**src/rtl/hazard_tracker_if.sv**
```systemverilog
// Bypass/stall bundle between the D-stage decode and the hazard tracker.
// The slave side is the tracker: it reads the D-stage instruction and drives the
// stall request plus the per-stage producer/operand fields for the forwarding selector.
interface hazard_tracker_if #(
   parameter int TNEW_W = 2
);
   logic [31:0]       instr_D;
   logic              stall;
   logic [4:0]        A1_E;
   logic [4:0]        A2_E;
   logic [4:0]        A2_M;
   logic [4:0]        A3_E;
   logic [4:0]        A3_M;
   logic [4:0]        A3_W;
   logic              RegWr_E;
   logic              RegWr_M;
   logic              RegWr_W;
   logic [TNEW_W-1:0] Tnew_E;
   logic [TNEW_W-1:0] Tnew_M;

   modport master (
      output instr_D,
      input  stall, A1_E, A2_E, A2_M, A3_E, A3_M, A3_W,
      input  RegWr_E, RegWr_M, RegWr_W, Tnew_E, Tnew_M
   );

   modport slave (
      input  instr_D,
      output stall, A1_E, A2_E, A2_M, A3_E, A3_M, A3_W,
      output RegWr_E, RegWr_M, RegWr_W, Tnew_E, Tnew_M
   );
endinterface

```
**src/rtl/hazard_tracker.sv**
```systemverilog
// Producer-side hazard tracker for the 5-stage MIPS pipeline.
// Decodes the D-stage instruction into operand use times (Tuse) and a produced
// value (A3, Tnew), carries the producers down E/M/W, and raises stall whenever
// an operand is needed earlier than its producer in E or M can supply it.
module hazard_tracker #(
   parameter int TNEW_W    = 2,
   parameter int TUSE_NONE = 3
) (
   input  logic             clk,
   input  logic             reset,
   hazard_tracker_if.slave  bus
);

   localparam logic [5:0] OP_SPECIAL = 6'h00;
   localparam logic [5:0] OP_J       = 6'h02;
   localparam logic [5:0] OP_JAL     = 6'h03;
   localparam logic [5:0] OP_BEQ     = 6'h04;
   localparam logic [5:0] OP_ORI     = 6'h0d;
   localparam logic [5:0] OP_LUI     = 6'h0f;
   localparam logic [5:0] OP_LW      = 6'h23;
   localparam logic [5:0] OP_SW      = 6'h2b;
   localparam logic [5:0] FN_JR      = 6'h08;
   localparam logic [5:0] FN_ADDU    = 6'h21;
   localparam logic [5:0] FN_SUBU    = 6'h23;

   localparam logic [TNEW_W-1:0] T0     = TNEW_W'(0);
   localparam logic [TNEW_W-1:0] T1     = TNEW_W'(1);
   localparam logic [TNEW_W-1:0] T2     = TNEW_W'(2);
   localparam logic [TNEW_W-1:0] T_NONE = TNEW_W'(TUSE_NONE);

   // D-stage instruction fields
   logic [5:0] op_dec;
   logic [5:0] funct_dec;
   logic [4:0] rs_dec;
   logic [4:0] rt_dec;
   logic [4:0] rd_dec;

   assign op_dec    = bus.instr_D[31:26];
   assign rs_dec    = bus.instr_D[25:21];
   assign rt_dec    = bus.instr_D[20:16];
   assign rd_dec    = bus.instr_D[15:11];
   assign funct_dec = bus.instr_D[5:0];

   // Decode results
   logic [TNEW_W-1:0] tuse_rs_dec;
   logic [TNEW_W-1:0] tuse_rt_dec;
   logic [TNEW_W-1:0] tnew_dec;
   logic [4:0]        a3_dec;
   logic              writes_dec;
   logic              regwr_dec;

   // E/M/W pipeline state
   logic [4:0]        a1_e_q, a1_e_d;
   logic [4:0]        a2_e_q, a2_e_d;
   logic [4:0]        a3_e_q, a3_e_d;
   logic              regwr_e_q, regwr_e_d;
   logic [TNEW_W-1:0] tnew_e_q, tnew_e_d;
   logic [4:0]        a2_m_q, a2_m_d;
   logic [4:0]        a3_m_q, a3_m_d;
   logic              regwr_m_q, regwr_m_d;
   logic [TNEW_W-1:0] tnew_m_q, tnew_m_d;
   logic [4:0]        a3_w_q, a3_w_d;
   logic              regwr_w_q, regwr_w_d;

   logic              stall_any;

   // Decode instr_D into use/produce timing; unused operands keep T_NONE
   always_comb begin
      tuse_rs_dec = T_NONE;
      tuse_rt_dec = T_NONE;
      tnew_dec    = T0;
      a3_dec      = 5'd0;
      writes_dec  = 1'b0;
      case (op_dec)
         OP_SPECIAL: begin
            if (funct_dec == FN_ADDU || funct_dec == FN_SUBU) begin
               tuse_rs_dec = T1;
               tuse_rt_dec = T1;
               a3_dec      = rd_dec;
               tnew_dec    = T1;
               writes_dec  = 1'b1;
            end else if (funct_dec == FN_JR) begin
               tuse_rs_dec = T0;
            end
         end
         OP_ORI: begin
            tuse_rs_dec = T1;
            a3_dec      = rt_dec;
            tnew_dec    = T1;
            writes_dec  = 1'b1;
         end
         OP_LUI: begin
            a3_dec      = rt_dec;
            tnew_dec    = T1;
            writes_dec  = 1'b1;
         end
         OP_LW: begin
            tuse_rs_dec = T1;
            a3_dec      = rt_dec;
            tnew_dec    = T2;
            writes_dec  = 1'b1;
         end
         OP_SW: begin
            tuse_rs_dec = T1;
            tuse_rt_dec = T2;
         end
         OP_BEQ: begin
            tuse_rs_dec = T0;
            tuse_rt_dec = T0;
         end
         OP_JAL: begin
            // PC+8 is produced in E, so the link value is ready immediately
            a3_dec      = 5'd31;
            tnew_dec    = T0;
            writes_dec  = 1'b1;
         end
         OP_J:    ;
         default: ;
      endcase
      regwr_dec = writes_dec & (a3_dec != 5'd0);
   end

   // Per-operand hazard check: rs is operand 0, rt is operand 1
   logic [4:0]        src_idx  [2];
   logic [TNEW_W-1:0] src_tuse [2];
   logic [1:0]        stall_op;

   assign src_idx[0]  = rs_dec;
   assign src_idx[1]  = rt_dec;
   assign src_tuse[0] = tuse_rs_dec;
   assign src_tuse[1] = tuse_rt_dec;

   generate
      for (genvar gi = 0; gi < 2; gi++) begin : g_operand
         logic hit_e;
         logic hit_m;
         // A producer only blocks if its value arrives after the operand is needed
         assign hit_e = regwr_e_q && (a3_e_q == src_idx[gi]) && (src_tuse[gi] < tnew_e_q);
         assign hit_m = regwr_m_q && (a3_m_q == src_idx[gi]) && (src_tuse[gi] < tnew_m_q);
         assign stall_op[gi] = (src_idx[gi] != 5'd0) && (hit_e || hit_m);
      end
   endgenerate

   assign stall_any = |stall_op;

   // Next pipeline contents: bubble into E on stall, M and W always advance
   always_comb begin
      if (stall_any) begin
         a1_e_d    = 5'd0;
         a2_e_d    = 5'd0;
         a3_e_d    = 5'd0;
         regwr_e_d = 1'b0;
         tnew_e_d  = T0;
      end else begin
         a1_e_d    = rs_dec;
         a2_e_d    = rt_dec;
         a3_e_d    = a3_dec;
         regwr_e_d = regwr_dec;
         tnew_e_d  = tnew_dec;
      end
      a2_m_d    = a2_e_q;
      a3_m_d    = a3_e_q;
      regwr_m_d = regwr_e_q;
      // Saturating countdown so a ready value never wraps to "far away"
      tnew_m_d  = (tnew_e_q == T0) ? T0 : (tnew_e_q - T1);
      a3_w_d    = a3_m_q;
      regwr_w_d = regwr_m_q;
   end

   // Pipeline registers; reset empties every stage and wins over stall
   always_ff @(posedge clk) begin
      if (!reset) begin
         a1_e_q    <= 5'd0;
         a2_e_q    <= 5'd0;
         a3_e_q    <= 5'd0;
         regwr_e_q <= 1'b0;
         tnew_e_q  <= T0;
         a2_m_q    <= 5'd0;
         a3_m_q    <= 5'd0;
         regwr_m_q <= 1'b0;
         tnew_m_q  <= T0;
         a3_w_q    <= 5'd0;
         regwr_w_q <= 1'b0;
      end else begin
         a1_e_q    <= a1_e_d;
         a2_e_q    <= a2_e_d;
         a3_e_q    <= a3_e_d;
         regwr_e_q <= regwr_e_d;
         tnew_e_q  <= tnew_e_d;
         a2_m_q    <= a2_m_d;
         a3_m_q    <= a3_m_d;
         regwr_m_q <= regwr_m_d;
         tnew_m_q  <= tnew_m_d;
         a3_w_q    <= a3_w_d;
         regwr_w_q <= regwr_w_d;
      end
   end

   assign bus.stall   = stall_any;
   assign bus.A1_E    = a1_e_q;
   assign bus.A2_E    = a2_e_q;
   assign bus.A2_M    = a2_m_q;
   assign bus.A3_E    = a3_e_q;
   assign bus.A3_M    = a3_m_q;
   assign bus.A3_W    = a3_w_q;
   assign bus.RegWr_E = regwr_e_q;
   assign bus.RegWr_M = regwr_m_q;
   assign bus.RegWr_W = regwr_w_q;
   assign bus.Tnew_E  = tnew_e_q;
   assign bus.Tnew_M  = tnew_m_q;

endmodule

```
**src/flat_wrapper.sv**
```systemverilog
// flat-port wrapper written by rule: the top's interface ports become plain ports
module hazard_tracker_flat 
#(
   parameter int TNEW_W    = 2,
   parameter int TUSE_NONE = 3
)
  (clk, reset, bus_instr_D, bus_stall, bus_A1_E, bus_A2_E, bus_A2_M, bus_A3_E, bus_A3_M, bus_A3_W, bus_RegWr_E, bus_RegWr_M, bus_RegWr_W, bus_Tnew_E, bus_Tnew_M);
  hazard_tracker_if #(.TNEW_W(TNEW_W)) bus_i ();
  input  logic clk;
  input  logic reset;
  input wire logic [$bits(bus_i.instr_D)-1:0] bus_instr_D;
  output wire logic [$bits(bus_i.stall)-1:0] bus_stall;
  output wire logic [$bits(bus_i.A1_E)-1:0] bus_A1_E;
  output wire logic [$bits(bus_i.A2_E)-1:0] bus_A2_E;
  output wire logic [$bits(bus_i.A2_M)-1:0] bus_A2_M;
  output wire logic [$bits(bus_i.A3_E)-1:0] bus_A3_E;
  output wire logic [$bits(bus_i.A3_M)-1:0] bus_A3_M;
  output wire logic [$bits(bus_i.A3_W)-1:0] bus_A3_W;
  output wire logic [$bits(bus_i.RegWr_E)-1:0] bus_RegWr_E;
  output wire logic [$bits(bus_i.RegWr_M)-1:0] bus_RegWr_M;
  output wire logic [$bits(bus_i.RegWr_W)-1:0] bus_RegWr_W;
  output wire logic [$bits(bus_i.Tnew_E)-1:0] bus_Tnew_E;
  output wire logic [$bits(bus_i.Tnew_M)-1:0] bus_Tnew_M;
  assign bus_i.instr_D = bus_instr_D;
  assign bus_stall = bus_i.stall;
  assign bus_A1_E = bus_i.A1_E;
  assign bus_A2_E = bus_i.A2_E;
  assign bus_A2_M = bus_i.A2_M;
  assign bus_A3_E = bus_i.A3_E;
  assign bus_A3_M = bus_i.A3_M;
  assign bus_A3_W = bus_i.A3_W;
  assign bus_RegWr_E = bus_i.RegWr_E;
  assign bus_RegWr_M = bus_i.RegWr_M;
  assign bus_RegWr_W = bus_i.RegWr_W;
  assign bus_Tnew_E = bus_i.Tnew_E;
  assign bus_Tnew_M = bus_i.Tnew_M;
  hazard_tracker #(.TNEW_W(TNEW_W), .TUSE_NONE(TUSE_NONE)) u_core (.clk(clk), .reset(reset), .bus(bus_i));
endmodule
```
**config.mk**
```make
export PLATFORM = sky130hd
export DESIGN_NAME = hazard_tracker_flat
export DESIGN_NICKNAME = d
export VERILOG_FILES = /design/src/rtl/hazard_tracker_if.sv /design/src/rtl/hazard_tracker.sv /design/src/flat_wrapper.sv
export SDC_FILE = /design/constraint.sdc
export NUM_CORES = 1
export LEC_CHECK = 0
export BUFFER_PORTS_ARGS = -buffer_cell sky130_fd_sc_hd__buf_2
export CELL_PAD_IN_SITES_DETAIL_PLACEMENT = 1
export CELL_PAD_IN_SITES_GLOBAL_PLACEMENT = 2
export CORE_MARGIN = 4
export CORE_UTILIZATION = 27
export CTS_CLUSTER_SIZE = 14
export DETAILED_ROUTE_END_ITERATION = 10
export GPL_TIMING_DRIVEN = 1
export PLACE_DENSITY = 0.9
export SETUP_SLACK_MARGIN = 0.05
export SYNTH_ARGS = -nofsm -noshare
export SYNTH_HDL_FRONTEND = slang
export SYNTH_SLANG_ARGS = --single-unit
```
**constraint.sdc**
```tcl
create_clock -name clk -period 4.5 [get_ports clk]
set_input_delay 0.9 -clock clk [delete_from_list [all_inputs] [get_ports clk]]
set_output_delay 0.9 -clock clk [all_outputs]
set_load 0.02 [all_outputs]
```
======== Yosys cells after proc, flatten, opt, wreduce, memory -nomap -nowiden ========
Index checks and enable logic that the tools add are counted.
storage, ports and cells
  register bits ........................... 37
  input port bits ......................... 34
  output and inout port bits .............. 38
  logic and storage cells ................. 67
cells by class
  add/sub/neg operators ................... 1
  order comparisons ....................... 4
  equal/unequal tests ..................... 13
  multiplexer cells ....................... 11
  bitwise operators ....................... 2
  reductions and logical operators ........ 25
operators by type and width
  operator                                                            number
  6-bit == test, second input constant                                4
  5-bit == test                                                       4
  6-bit by 4-bit == test with 1-bit output, second input constant     3
  2-bit case mux with 3 select lines                                  3
  5-bit case mux with 3 select lines                                  1
  5-bit nonzero test                                                  3
  1-bit logical AND                                                   10
  3-bit OR reduction                                                  3
  2-bit < comparator                                                  4
  6-bit by 2-bit == test with 1-bit output, second input constant     1
  6-bit by 3-bit == test with 1-bit output, second input constant     1
  6-bit logical NOT                                                   1
  2-bit two-way mux                                                   3
  2-bit OR reduction                                                  3
  5-bit two-way mux                                                   1
  4-bit OR reduction                                                  1
  1-bit logical OR                                                    3
  2-bit logical NOT                                                   1
  1-bit two-way mux                                                   2
  1-bit case mux with 2 select lines                                  1
  2-bit by 1-bit subtractor with 2-bit output, second input constant  1
  1-bit AND                                                           1
  1-bit NOT                                                           1

======== Depth between registers and ports, before layout ========
  word-level depth ........................ 9
  mapped depth ............................ 13
  mapped depth without buffers ............ 11

======== Worst setup path before layout ========
No wires, ideal clock.
  kind .................................... input port to output port
  from .................................... input port bus_instr_D[2]
  to ...................................... output port bus_stall
  data arrival time ....................... 2.987 ns
  data required time ...................... 3.600 ns
  slack ................................... 0.613 ns
  stages .................................. 10
  path buffers ............................ 1
  cells stage by stage .................... or4b_4 -> nor3_1 -> nor4_1 -> or3_1 -> ha_1 -> nor4b_1 -> a32oi_1 -> o21ba_4 -> buf_6 -> inv_1
on the way
  cells in the longest elaborated chain, start to end .. 9
  elaborated cells between the ends (all ways) .. 22
  classes of those cells .................. order compare: 4; eq/ne: 3; mux: 5; reduce/logical: 10
RTL lines
  what                                                                       line                                          text
  start, declared                                                            flat_wrapper.sv:11                            input wire logic [$bits(bus_i.instr_D)-1:0] bus_instr_D;
  6-bit by 4-bit == test with 1-bit output or 6-bit == test (tied branches)  hazard_tracker.sv:82, hazard_tracker.sv:76
  2-bit two-way mux or 1-bit logical OR (tied branches)                      hazard_tracker.sv:82, hazard_tracker.sv:76
  2-bit two-way mux                                                          hazard_tracker.sv:76                          if (funct_dec == FN_ADDU || funct_dec == FN_SUBU) begin
  2-bit case mux with 3 select lines                                         hazard_tracker.sv:74                          case (op_dec)
  2-bit < comparator (on tied branches)                                      hazard_tracker.sv:138, hazard_tracker.sv:139
  1-bit logical AND (on tied branches)                                       hazard_tracker.sv:138, hazard_tracker.sv:139
  1-bit logical OR                                                           hazard_tracker.sv:140                         assign stall_op[gi] = (src_idx[gi] != 5'd0) && (hit_e || hit_m);
  1-bit logical AND                                                          hazard_tracker.sv:140
  2-bit OR reduction (*)                                                     hazard_tracker.sv:144                         assign stall_any = |stall_op;
  end, declared                                                              flat_wrapper.sv:12                            output wire logic [$bits(bus_i.stall)-1:0] bus_stall;
Every way passes the cells marked *; elsewhere a longest branch is shown, timed or not.

======== Worst setup path after layout ========
Same ends and word-level chain as after synthesis.

==> reports/metrics.yaml <==
logic_synthesis:
  synthFlopType: "dfxtp_1"
  synth-edff-count: 0
  synth_most_common_cell: "dfxtp_1"
  synth_area_per_cell_um2: 9.53
  synth_top_area_cell: "dfxtp_1"
  yosys-top-cells-area: "dfxtp_1 43%, and2_1 6.2%, xor2_1 5.6%, xnor2_1 4.6%, ha_1 3.6%"
  yosysTopAreaCellShare_pct: 43.2
  synth_common_cells: "37 x dfxtp_1, 17 x and2_1, 13 x nand2_1, 11 x xor2_1"
  ys_seq_area_share_pct: 43.2
  synth_nets: 219
  yosysWarnings: 0
  synth.distinct_cells: 41
  synth.ff_latch_count: 37
  netlist_area_mm2: 0.00172
  postSynthCellCount: 180
  async_flop_share_pct: 0
timing:
  maxSlewViolCount: 0
  fin_crit_ns: 4.17
  finalClockSkew_ns: 0.00509
  fin_crit_sh_pct: 92.7
  setup_violations: 0
  setup_slack_ns: 0.329
  rsz0062_at_grt: "false"
  hold_violations: 0
  whs_ns: 0.453
  slew_headroom_pct: 44.4
  fmax_ghz: 0.240
  worst_pin_slew_ns: 0.832
  setup_tns_ns: 0
finish:
  final_layout_size_suffix_gt1_share_pct: 34.0
  antenna-diode-count: 0
  area_delta_synth_final_pct: 27.5
  fin_cells: 322
  fillers: 737
  fin_nets: 286
  fin_area_mm2: 0.00219
place:
  io_buffer_count: 66
  dp_hpwl_um: 3880
  place_congestion: 0.756
  dp.cells: 315
  pre_cts_slack_ns: 0.299
  placed_area_mm2: 0.00210
critical_path:
  cpPeakStageDelay_ns: 0.53
  crit_arrival_ns: 3.27
  worstSetupPathType: "in -> out"
  crit_buf_inv: 3
  slowest_stage: "or4b_4"
  cpMostUsedCell: "buf_2"
  cp.required_ns: 3.60
  path_max_fanout: 18
  worstSetupStartpointType: "input port"
  end_kind: "output pin"
  critPathTopFamily: "simple AND/OR/NAND/NOR gates"
  cp_cell_sequence: "buf_2, or4b_4, nor3_1, nor4_1, or3_1, ha_1, nor4b_1, a32oi_1, o21ba_4, inv_1, buf_2"
global_routing:
  grt_pass1_wl_um: 7670
  grt_use_total_pct: 12.8
  grt_pass1_vias: 1576
  antenna_found_initial: 0
  grt_start_max_net_pins: 37
  overflow: 0
clocking:
  cts_max_level: 2
  cts_resized: 0
  post_cts_buffers: 0
  clock_sinks: 37
  numCtsBuffers: 5
  max-clock-path-buffers: 2
  cts-hold-fix-buffers: 0
  clk_pin_slew_ns: 0.07
  cts_tree: "built"
  clkLatencyLatePin_ns: 0.28
  cts_root_buf: "clkbuf_8"
floorplanning:
  row_count: 28
  start_util_pct: 28.5
  die_h_um: 87.7
  die_x_um: 87.7
  io_pins: 72
  dieArea_mm2: 0.00769
  core_mm2: 0.00603
drt:
  vias_per_cell: 4.80
  vias: 1547
  wl_um: 4850
  wire_per_inst_um: 15.1
  drt_iter0_markers: 44
  drt_first_pass_iters: 4
  ant_nets: 0
  drc: 0
pwr:
  vdd_drop_max_uv: 146
  power_density_mw_per_mm2: 296
  p_leak_nw: 1.09
run:
  cap_violations: 0
hold_path:
  min_path_type: "reg -> reg"
run_status:
  outcome: "completed"
[cell type report]
| cell class | instances | area [um2] | area share [%] |
|---|---|---|---|
| repair buffers | 66 | 330 | 15.1 |
| flip-flops and latches | 37 | 741 | 33.9 |
| multi-input cells | 130 | 910 | 41.6 |
| inverters | 7 | 26.3 | 1.20 |
| clock buffers | 7 | 86.3 | 3.95 |
| well taps | 75 | 93.8 | 4.29 |
[cell families (layout without fill, tap and decap cells)]
group,count (synthesis),count (layout),share of synthesized area (%)
fa+ha+maj,5,5,3.65
simple gates,88,88,30.6
flops,37,37,43.2
compound gates,17,17,8.61
buf+inv,13,80,3.79
xor+xnor,20,20,10.2
[per-stage QoR]
step                util, %  power [mW]
finish                 36.3       0.647
global route           36.3       0.681
CTS                    36.3       0.659
detailed placement     34.9       0.426
global placement       34.9       0.424
floorplan                 -       0.389
[path summary, 6_finish.rpt]
| kind | start | to | slack [ns] | depth (start not counted) |
|---|---|---|---|---|
| worst max-delay path | bus_instr_D[2] | bus_stall | 0.33 | 11 |
| worst min-delay path | u_core.bus.A2_E[2] | u_core.bus.A2_M[2] | 0.45 | 1 |
| worst max register to register | u_core.bus.Tnew_E[1] | u_core.bus.A1_E[1] | 2.68 | 8 |
| worst min register to register | u_core.bus.A2_E[2] | u_core.bus.A2_M[2] | 0.45 | 1 |
[registers in the layout (all words and copies together) (netlist names)]
| register | cells |
|---|---|
| u_core.bus.A3_E | 5 |
| u_core.bus.RegWr_E | 1 |
| u_core.bus.A1_E | 5 |
| u_core.bus.Tnew_E | 2 |
| u_core.bus.A2_M | 5 |
| u_core.bus.RegWr_W | 1 |
| u_core.bus.A3_W | 5 |
| u_core.bus.A2_E | 5 |
| u_core.bus.Tnew_M | 2 |
| u_core.bus.RegWr_M | 1 |
| u_core.bus.A3_M | 5 |
[routing by layer]
metal  track usage (%)  up-vias  routed length (um)
met3              3.20        4                 232
met5                 0        -                   0
met4              3.35        0                  27
met1              16.3      736                2170
li1                  -      767                   -
met2              21.5       40                2410
[report_power, final]
part	internal [mW]	total (mW)	switching [mW]
combinational	0.0313	0.0768	0.0455
clock	0.121	0.230	0.109
sequential	0.336	0.340	0.00401
total	0.489	0.647	0.158
[layout by cell type, fill, tap and decap left out, types with 2 or more instances in the layout]
cell type	netlist	routed
or4_1	2	2
a21oi_1	2	2
nor4_1	4	4
and2_1	17	17
o21ai_0	2	2
nand3_1	8	8
a41o_1	2	2
clkbuf_8	0	6
nand4_1	5	5
o211a_1	2	2
ha_1	5	5
and3_2	8	8
nor3_1	2	2
xor2_1	11	11
dfxtp_1	37	37
inv_1	7	7
xnor2_1	9	9
nand2_1	13	13
and3_1	8	8
buf_2	1	66
nor3b_1	3	3
nor2_1	9	9
(Power assumes the default switching activity.)
